[src/rtl/fp_addsub_pipe.sv]
// rtl/fp_addsub_pipe.sv - four-stage pipelined IEEE-754 adder/subtractor with global-stall flow control
// FP_ADDSUB_SUBNORMAL_EN selects gradual underflow; undefined flushes subnormals to zero.
module fp_addsub_pipe #(
   parameter int EXPO_WIDTH = 8,
   parameter int MENT_WIDTH = 23,
   parameter int DATA_WIDTH = 1 + EXPO_WIDTH + MENT_WIDTH,
   parameter int TAG_WIDTH  = 4
) (
   input  logic                  clk_in,
   input  logic                  rst_in,
   input  logic                  in_valid_in,
   output logic                  in_ready_out,
   input  logic [DATA_WIDTH-1:0] floating1_in,
   input  logic [DATA_WIDTH-1:0] floating2_in,
   input  logic                  opcode_in,
   input  logic [TAG_WIDTH-1:0]  tag_in,
   output logic                  out_valid_out,
   input  logic                  out_ready_in,
   output logic [DATA_WIDTH-1:0] result_out,
   output logic [TAG_WIDTH-1:0]  tag_out,
   output logic [3:0]            flags_out
);
   localparam int E  = EXPO_WIDTH;
   localparam int M  = MENT_WIDTH;
   localparam int EW = E + 1;
   localparam int FW = M + 4;
   localparam int SW = $clog2(FW + 1) + 1;
   localparam logic [E-1:0] EXP_ONES = '1;
   localparam logic [E-1:0] EXP_ONE  = {{(E-1){1'b0}}, 1'b1};

   typedef struct packed {
      logic nan;
      logic inf;
      logic inf_sign;
      logic invalid;
      logic zsign;
   } spec_t;

   logic                  advance;
   logic                  s1_valid_q, s2_valid_q, s3_valid_q, out_valid_q;
   logic [TAG_WIDTH-1:0]  s1_tag_q, s2_tag_q, s3_tag_q, tag_q;
   logic                  s1_sign_q, s2_sign_q, s3_sign_q, s1_sub_q;
   logic [E-1:0]          s1_exp_q, s2_exp_q;
   logic [EW-1:0]         s3_exp_q;
   logic [FW-1:0]         s1_big_q, s1_small_q, s3_mant_q;
   logic [FW:0]           s2_sum_q;
   logic                  s3_zero_q;
   spec_t                 s1_spec_q, s2_spec_q, s3_spec_q;
   logic [DATA_WIDTH-1:0] result_q;
   logic [3:0]            flags_q;

   assign advance      = !out_valid_q || out_ready_in;
   assign in_ready_out = advance;

   logic            a_sign, b_sign, a_nan, b_nan, a_inf, b_inf;
   logic            swap, big_sign, small_sign;
   logic [E-1:0]    a_exp, b_exp, a_eexp, b_eexp, big_exp, diff;
   logic [M-1:0]    a_frac, b_frac;
   logic [M:0]      a_sig, b_sig, big_sig, small_sig;
   logic [SW-1:0]   align_sh;
   logic [2*FW-1:0] align_w;
   logic [FW-1:0]   small_al;
   spec_t           spec_d;

   assign a_sign = floating1_in[DATA_WIDTH-1];
   assign b_sign = floating2_in[DATA_WIDTH-1] ^ opcode_in;
   assign a_exp  = floating1_in[M +: E];
   assign b_exp  = floating2_in[M +: E];
   assign a_frac = floating1_in[M-1:0];
   assign b_frac = floating2_in[M-1:0];

   always_comb begin
      a_nan  = (a_exp == EXP_ONES) && (a_frac != '0);
      b_nan  = (b_exp == EXP_ONES) && (b_frac != '0);
      a_inf  = (a_exp == EXP_ONES) && (a_frac == '0);
      b_inf  = (b_exp == EXP_ONES) && (b_frac == '0);
      a_eexp = (a_exp == '0) ? EXP_ONE : a_exp;
      b_eexp = (b_exp == '0) ? EXP_ONE : b_exp;
`ifdef FP_ADDSUB_SUBNORMAL_EN
      a_sig = {a_exp != '0, a_frac};
      b_sig = {b_exp != '0, b_frac};
`else
      a_sig = (a_exp != '0) ? {1'b1, a_frac} : '0;
      b_sig = (b_exp != '0) ? {1'b1, b_frac} : '0;
`endif
      swap       = {b_eexp, b_sig} > {a_eexp, a_sig};
      big_sign   = swap ? b_sign : a_sign;
      small_sign = swap ? a_sign : b_sign;
      big_exp    = swap ? b_eexp : a_eexp;
      big_sig    = swap ? b_sig : a_sig;
      small_sig  = swap ? a_sig : b_sig;
      diff       = big_exp - (swap ? a_eexp : b_eexp);
      // Beyond FW every significand bit lands in sticky, so clamp the shifter there.
      align_sh = (int'(diff) > FW) ? SW'(FW) : SW'(diff);
      align_w  = {small_sig, 3'b000, {FW{1'b0}}} >> align_sh;
      small_al = {align_w[2*FW-1:FW+1], align_w[FW] | (|align_w[FW-1:0])};
      spec_d.nan      = a_nan | b_nan | (a_inf & b_inf & (a_sign != b_sign));
      spec_d.inf      = a_inf | b_inf;
      spec_d.inf_sign = a_inf ? a_sign : b_sign;
      spec_d.invalid  = (a_nan & !a_frac[M-1]) | (b_nan & !b_frac[M-1]) |
                        (a_inf & b_inf & (a_sign != b_sign));
      spec_d.zsign    = a_sign & b_sign;
   end

   logic [FW:0] sum2_d;
   assign sum2_d = s1_sub_q ? ({1'b0, s1_big_q} - {1'b0, s1_small_q})
                            : ({1'b0, s1_big_q} + {1'b0, s1_small_q});

   logic [SW-1:0] lzc;
   logic [EW-1:0] exp3_w, lim3, exp3_d;
   logic [FW-1:0] mant3_d;
   int            norm_sh;

   always_comb begin
      lzc = SW'(FW);
      for (int i = 0; i < FW; i++) begin
         if (s2_sum_q[i]) lzc = SW'(FW - 1 - i);
      end
      exp3_w = {1'b0, s2_exp_q};
      lim3   = exp3_w - EW'(1);
      // Never normalise below exponent 1: what remains is a subnormal.
      norm_sh = (int'(lzc) > int'(lim3)) ? int'(lim3) : int'(lzc);
      if (s2_sum_q[FW]) begin
         mant3_d = {s2_sum_q[FW:2], s2_sum_q[1] | s2_sum_q[0]};
         exp3_d  = exp3_w + EW'(1);
      end else begin
         mant3_d = s2_sum_q[FW-1:0] << norm_sh;
         exp3_d  = exp3_w - EW'(norm_sh);
      end
   end

   logic [M+1:0]          rnd;
   logic [M:0]            sig4;
   logic [EW-1:0]         exp4;
   logic [E-1:0]          exp_field;
   logic                  inexact4, round_up4;
   logic [DATA_WIDTH-1:0] res_d;
   logic [3:0]            flags_d;

   always_comb begin
      inexact4  = |s3_mant_q[2:0];
      round_up4 = s3_mant_q[2] & (s3_mant_q[3] | s3_mant_q[1] | s3_mant_q[0]);
      rnd       = {1'b0, s3_mant_q[FW-1:3]} + {{(M+1){1'b0}}, round_up4};
      if (rnd[M+1]) begin
         sig4 = rnd[M+1:1];
         exp4 = s3_exp_q + EW'(1);
      end else begin
         sig4 = rnd[M:0];
         exp4 = s3_exp_q;
      end
      exp_field = sig4[M] ? exp4[E-1:0] : '0;
      res_d     = {s3_sign_q, exp_field, sig4[M-1:0]};
      flags_d   = {2'b00, !sig4[M] & inexact4, inexact4};
      if (exp4 >= {1'b0, EXP_ONES}) begin
         res_d   = {s3_sign_q, EXP_ONES, {M{1'b0}}};
         flags_d = 4'b0101;
      end
`ifndef FP_ADDSUB_SUBNORMAL_EN
      else if (!sig4[M]) begin
         res_d   = {s3_sign_q, {(E+M){1'b0}}};
         flags_d = 4'b0011;
      end
`endif
      if (s3_zero_q) begin
         res_d   = {s3_spec_q.zsign, {(E+M){1'b0}}};
         flags_d = 4'b0000;
      end
      if (s3_spec_q.inf) begin
         res_d   = {s3_spec_q.inf_sign, EXP_ONES, {M{1'b0}}};
         flags_d = 4'b0000;
      end
      if (s3_spec_q.nan) begin
         res_d   = {1'b0, EXP_ONES, 1'b1, {(M-1){1'b0}}};
         flags_d = {s3_spec_q.invalid, 3'b000};
      end
   end

   always_ff @(posedge clk_in) begin
      if (rst_in) begin
         s1_valid_q  <= 1'b0;
         s2_valid_q  <= 1'b0;
         s3_valid_q  <= 1'b0;
         out_valid_q <= 1'b0;
         s1_tag_q    <= '0;
         s2_tag_q    <= '0;
         s3_tag_q    <= '0;
         tag_q       <= '0;
         s1_sign_q   <= 1'b0;
         s2_sign_q   <= 1'b0;
         s3_sign_q   <= 1'b0;
         s1_sub_q    <= 1'b0;
         s1_exp_q    <= '0;
         s2_exp_q    <= '0;
         s3_exp_q    <= '0;
         s1_big_q    <= '0;
         s1_small_q  <= '0;
         s2_sum_q    <= '0;
         s3_mant_q   <= '0;
         s3_zero_q   <= 1'b0;
         s1_spec_q   <= '0;
         s2_spec_q   <= '0;
         s3_spec_q   <= '0;
         result_q    <= '0;
         flags_q     <= '0;
      end else if (advance) begin
         s1_valid_q  <= in_valid_in;
         s1_tag_q    <= tag_in;
         s1_sign_q   <= big_sign;
         s1_sub_q    <= big_sign ^ small_sign;
         s1_exp_q    <= big_exp;
         s1_big_q    <= {big_sig, 3'b000};
         s1_small_q  <= small_al;
         s1_spec_q   <= spec_d;
         s2_valid_q  <= s1_valid_q;
         s2_tag_q    <= s1_tag_q;
         s2_sign_q   <= s1_sign_q;
         s2_exp_q    <= s1_exp_q;
         s2_sum_q    <= sum2_d;
         s2_spec_q   <= s1_spec_q;
         s3_valid_q  <= s2_valid_q;
         s3_tag_q    <= s2_tag_q;
         s3_sign_q   <= s2_sign_q;
         s3_exp_q    <= exp3_d;
         s3_mant_q   <= mant3_d;
         s3_zero_q   <= (s2_sum_q == '0);
         s3_spec_q   <= s2_spec_q;
         out_valid_q <= s3_valid_q;
         tag_q       <= s3_tag_q;
         result_q    <= res_d;
         flags_q     <= flags_d;
      end
   end

   assign out_valid_out = out_valid_q;
   assign result_out    = result_q;
   assign tag_out       = tag_q;
   assign flags_out     = flags_q;
endmodule

[config.mk]
export PLATFORM = sky130hd
export DESIGN_NAME = fp_addsub_pipe
export DESIGN_NICKNAME = d
export VERILOG_FILES = /design/src/rtl/fp_addsub_pipe.sv
export SDC_FILE = /design/constraint.sdc
export NUM_CORES = 1
export LEC_CHECK = 0
export BUFFER_PORTS_ARGS = -buffer_cell sky130_fd_sc_hd__buf_4
export CORE_AREA = 10 10 186 188
export CTS_CLUSTER_SIZE = 14
export DETAILED_ROUTE_END_ITERATION = 16
export DIE_AREA = 0 0 196 198
export PLACE_DENSITY = 0.7
export SLEW_MARGIN = 20
export SYNTH_ARGS = -nofsm -noshare
export SYNTH_HDL_FRONTEND = slang
export SYNTH_SLANG_ARGS = --single-unit
[constraint.sdc]
create_clock -name clk_in -period 7.8 [get_ports clk_in]
set_input_delay 0.39 -clock clk_in [delete_from_list [all_inputs] [get_ports clk_in]]
set_output_delay 0.39 -clock clk_in [all_outputs]
set_load 0.1 [all_outputs]
Yosys cells after proc, flatten, opt, wreduce, memory -nomap -nowiden
Cells that the tools add are included.
{"block": "totals", "output_inout_bits": 42, "ff_bits": 207, "inputBits": 73, "word_cells": 147}
{"block": "op_classes", "magnitude_cmp": 4, "bitwise": 18, "reduce_logical": 20, "n_shift": 2, "muxes": 55, "add_sub_neg": 8, "n_eq_ne": 3}
{"operator": "$mux 6", "n": 27}
{"operator": "$mux 24", "n": 5}
{"operator": "$mux 32", "n": 3}
{"operator": "$mux 31", "n": 2}
{"operator": "$shr 54x6->54", "n": 1}
{"operator": "$logic_not 23->1", "n": 2}
{"operator": "$reduce_bool 23->1", "n": 2}
{"operator": "$gt 32x32->1", "n": 1}
{"operator": "$mux 8", "n": 4}
{"operator": "$add 27x27->28", "n": 1}
{"operator": "$logic_not 28->1", "n": 1}
{"operator": "$mux 28", "n": 1}
{"operator": "$sub 27x27->28", "n": 1}
{"operator": "$mux 27", "n": 1}
{"operator": "$mux 9", "n": 3}
{"operator": "$reduce_or 27->1", "n": 1}
{"operator": "$shl 27x9->27", "n": 1}
{"operator": "$add 24x1->25", "n": 1}
{"operator": "$eq 8x8->1 const B", "n": 2}
{"operator": "$logic_not 8->1", "n": 2}
{"operator": "$reduce_bool 8->1", "n": 2}
{"operator": "$mux 4", "n": 3}
{"operator": "$add 8x1->9 const B", "n": 1}
{"operator": "$add 9x1->9 const B", "n": 1}
{"operator": "other kinds (17)", "n": 41}

Longest topological paths before layout
{"block": "depth", "depth_word": 31, "ltp_mapped": 36, "ltp_nobuf": 33}

Worst setup path before layout
No wires, ideal clock.
{"block": "synth_path", "path_type": "input to register", "from": "input floating1_in[27]", "to": "register s1_small_q[0]", "t_required_ns": 7.677, "setup_time_ns": 0.123, "cell_stages": 31, "arrival_ns": 6.622, "setup_slack_ns": 1.055, "cell_sequence": "nor4_1 nand2_1 clkbuf_1 clkbuf_1 inv_1 ha_1 a21oi_1 o21ai_0 a2bb2oi_1 nand2_1 o21ai_2 buf_2 buf_1 clkbuf_1 buf_1 a21oi_1 ha_1 inv_1 nand2_1 mux2_4 xnor2_2 nor2_1 a2111oi_4 nand2_2 buf_4 o311a_1 mux2i_1 o22ai_1 or3_1 nor4_1 o2bb2ai_1"}
{"block": "synth_via", "elab_chain_cells": 10, "word_cells_on_any_way": 14, "cone_classes": "add/sub (1); order compare (2); shift (1); mux (6); bitwise (1); reduce/logical (3)"}
{"item": "start: declaration", "line": "13", "text": "input logic [DATA_WIDTH-1:0] floating1_in,"}
{"item": "$reduce_bool 8->1 or $logic_not 8->1 (tied branches)", "line": "83, 77"}
{"item": "$mux 24 or $mux 8 (tied branches)", "line": "83, 77"}
{"item": "$gt 32x32->1", "line": "86", "text": "swap = {b_eexp, b_sig} > {a_eexp, a_sig};"}
{"item": "$mux 8 (on tied branches)", "line": "89, 92"}
{"item": "$sub 8x8->8", "line": "92", "text": "diff = big_exp - (swap ? a_eexp : b_eexp);"}
{"item": "$gt 8x5->1", "line": "94", "text": "align_sh = (int'(diff) > FW) ? SW'(FW) : SW'(diff);"}
{"item": "$mux 6", "line": "94"}
{"item": "$shr 54x6->54 (*)", "line": "95", "text": "align_w = {small_sig, 3'b000, {FW{1'b0}}} >> align_sh;"}
{"item": "$reduce_or 27->1", "line": "96", "text": "small_al = {align_w[2*FW-1:FW+1], align_w[FW] | (|align_w[FW-1:0])};"}
{"item": "$or 1x1->1 (*)", "line": "96"}
{"item": "end signal: assignment", "line": "212", "text": "s1_small_q <= small_al;"}
{"item": "end: declaration", "line": "45", "text": "logic [FW-1:0] s1_big_q, s1_small_q, s3_mant_q;"}
Every way passes the cells marked *; elsewhere a longest branch is shown, timed or not.
A chain may end at the register's enable or synchronous reset.

Final worst setup path
{"block": "layout_path", "from": "register s2_sum_q[0]", "to": "register s3_exp_q[8]"}
{"block": "layout_via", "elab_chain_cells": 31}
{"item": "start: declaration", "line": "46", "text": "logic [FW:0] s2_sum_q;"}
{"item": "start signal: assignment", "line": "218", "text": "s2_sum_q <= sum2_d;"}
{"item": "$mux 1 (*)", "line": "117", "text": "if (s2_sum_q[i]) lzc = SW'(FW - 1 - i);"}
{"item": "$mux 6 (*) (26 in a row)", "line": "117"}
{"item": "$gt 6x9->1", "line": "122", "text": "norm_sh = (int'(lzc) > int'(lim3)) ? int'(lim3) : int'(lzc);"}
{"item": "$mux 9 (*)", "line": "122"}
{"item": "$sub 8x9->9 (*)", "line": "128", "text": "exp3_d = exp3_w - EW'(norm_sh);"}
{"item": "$mux 9 (*)", "line": "123", "text": "if (s2_sum_q[FW]) begin"}
{"item": "end signal: assignment", "line": "223", "text": "s3_exp_q <= exp3_d;"}
{"item": "end: declaration", "line": "44", "text": "logic [EW-1:0] s3_exp_q;"}
Marked as above.

==> run summary <==
Status - complete, no violations
Most frequent CP cell - a21oi_1
Hold path depth - 3
Syn_nets - 2521
Critical Path Sink Type - flip-flop
Post-synth top flop - dfxtp_1
GRT Util Overall - 0.277
Critical path arrival - 7.14 ns
Area contributors post-synth - dfxtp_1, ha_1, nand2_1
DR WL/cell - 20.4 um
Post-synth EDFFs - 0
CTS H-tree lvls - 1
Final Wtd Congestion - 1.01
Yosys top cell by area - dfxtp_1
Pwr Density - 268 nW/um2
Final Hold Fails - 0
Cts repair resizes - 0
CP Class - flip-flop to flip-flop
Final Util - 0.596
Setup TNS - 0 ns
Commonest cells post-synth - nand2_1, nor2_1, dfxtp_1
Port Buf Inserts - 114
Sequential share of the synthesized area - 0.248
Hold path start - in_valid_in
CTS tree - yes
Initial Util - 0.537
Max transition margin - 0.259
Post-synth ARST share - 0
Ports - 115
Synth-to-Final Area Change - 10.9%
Final-stage net count - 2524
VDD IR max - 174 uV
Die X - 196 um
First-pass GRT wire length - 89100 um
Worst Path Max Fanout - 31
Total gr overflow - 0
Worst-Margin Slew - 1.11 ns
Crit start category - flip-flop
Minimum clock period - 6.68 ns
1st-iter DRT viols - 1527
Final period utilization - 0.857
Netlist cell types - 84
Setup Viol. Count Final - 0
Root buf cell - clkbuf_16
Fmax - 150 MHz
FF+latch count, synth - 207
Max-slew violations - 0
Final WL - 56400 um
Post-CTS setup buffer count - 0
Vias per cell - 6.33
Cts bufs inserted - 24
Worst clock skew - 0.0141 ns
Via count - 17.5k
Cells after Synth - 2345
Die Ht - 198 um
Syn avg cell area - 7.12 um2
Clock-pin transition on the worst setup and hold timing paths - 0.06 ns
Share of the synthesized area in the top cell type - 0.248
ANT cells - 0
Yosys warns - 0
Cell with the largest stage delay on the worst path - nor2_1
Vias in the first global route - 16.2k
DR DRC count - 0
Netlist Area Pre-Place - 16700 um2
WHS Endpoint - s1_valid_q
Leakage - 0.00769 uW
Clk buf depth - 3
Max-Cap Viols - 0
Post-CTS Hold Buffers - 0
Clock Sinks - 207
Critical path's largest stage delay - 0.84 ns
Core ar. - 31100 um2
Critical R2R Capture - s3_exp_q[8]
Reg2reg setup slack - 1.12 ns
Share of cells above drive strength 1 - 0.105
Die Footprint - 38800 um2
Antenna viol nets, final - 0
DP HPWL - 42400 um
Count leader, synth - nand2_1
First-pass iteration count of the detailed router - 6
RSZ-0062 raised after global routing - no
Reg2Reg Depth - 30
Reg2reg start - s2_sum_q[0]
Largest net degree at the start of global routing - 92
Initial antenna violation count - 0
Hold Path Class - input port to flip-flop
Worst skew pair latency - 0.53 ns
Cell row count - 65
WP data required - 8.25 ns
==> cell families after synthesis <==
kind of cell / count (synthesis) / synth area share
compound gates: 713 / 0.285
xor+xnor: 67 / 0.0356
fa+ha+maj: 103 / 0.0781
buf+inv: 290 / 0.0676
flops: 207 / 0.248
mux: 76 / 0.0488
simple gates: 889 / 0.236
==> state kept, by name (all words and copies together) (netlist names), 5 cells and up <==
signal	flops
result_out	32
s2_sum_q	28
s1_small_q	27
s3_mant_q	27
s1_big_q	24
s3_exp_q	9
s1_exp_q	8
s2_exp_q	8
s1_spec_q	5
s2_spec_q	5
s3_spec_q	5
==> where the power goes <==
part           leakage, uW  switching (uW)  internal, uW
Combinational      0.00559            1540           843
Sequential         0.00170             202          1210
Clock             0.000402             456           699
==> metal layers <==
metal	part of all wire	vias up	global-route usage	wire (um)
li1	-	8446	-	-
met1	0.45	8262	0.378	25300
met2	0.45	689	0.441	25400
met3	0.075	101	0.0431	4200
met4	0.027	0	0.0766	1520
met5	0	-	0	0
==> layout by cell type (no fill, tap or decap), types with 14 or more instances in the layout <==
cell and count:
inv_1 105, xnor2_1 38, nor2_1 273, mux2_2 19, o311a_1 14, a21oi_1 204, a211oi_1 75, clkbuf_16 24
o31ai_1 25, xor2_1 28, nor4_1 30, and3_1 14, nand2_1 331, o21ai_0 132, a31oi_1 18, nand3_1 52
nand4_1 33, a22oi_1 39, a221oi_1 16, o221a_2 14, mux2i_1 53, buf_4 154, o211ai_1 25, ha_1 101
dfxtp_1 207, a311oi_1 19, o21a_1 18, and2_1 20, nor3_1 70, a21o_1 15
==> how the worst max path moves through the flow <==
stage	start	endpoint
floorplan	floating1_in[27]	s1_small_q[0]
global placement	floating2_in[30]	s1_small_q[0]
detailed placement	floating2_in[30]	s1_small_q[0]
CTS	s2_sum_q[1]	s3_exp_q[8]
global route	s2_sum_q[3]	s3_exp_q[8]
finish	s2_sum_q[0]	s3_exp_q[8]
==> cell type report <==
| cell class | count | area, um2 |
|---|---|---|
| clock buffer | 35 | 712 |
| clock inverter | 7 | 104 |
| fill | 3004 | 12500 |
| inverter | 111 | 422 |
| multi-input combinational | 1848 | 11400 |
| sequential | 207 | 4140 |
| tap | 402 | 503 |
| timing repair buffer | 156 | 1190 |
==> critical path: cells and delay by family (launching register included) <==
kind | cells | cell delay [ns]
AOI/OAI and AO/OA | 16 | 2.70
xor gates and xnor gates | 1 | 0.15
and+or+nand+nor | 8 | 1.98
buffers and inverters | 2 | 0.36
DFF | 1 | 0.48
adders and majority gates | 3 | 0.92
==> through the flow <==
step,setup slack (ns),area [um2],std cells,hold WS (ns),power [uW]
after floorplan,1.05,16700,2345,0.431,3090
after global placement,1.16,17700,2724,0.438,3730
after detailed placement,1.13,17700,2724,0.443,3750
after CTS,1.27,18500,2766,0.102,4920
after global routing,0.513,18500,2766,0.101,5240
final,1.12,18500,2766,0.125,4960
(Power assumes the default switching activity.)
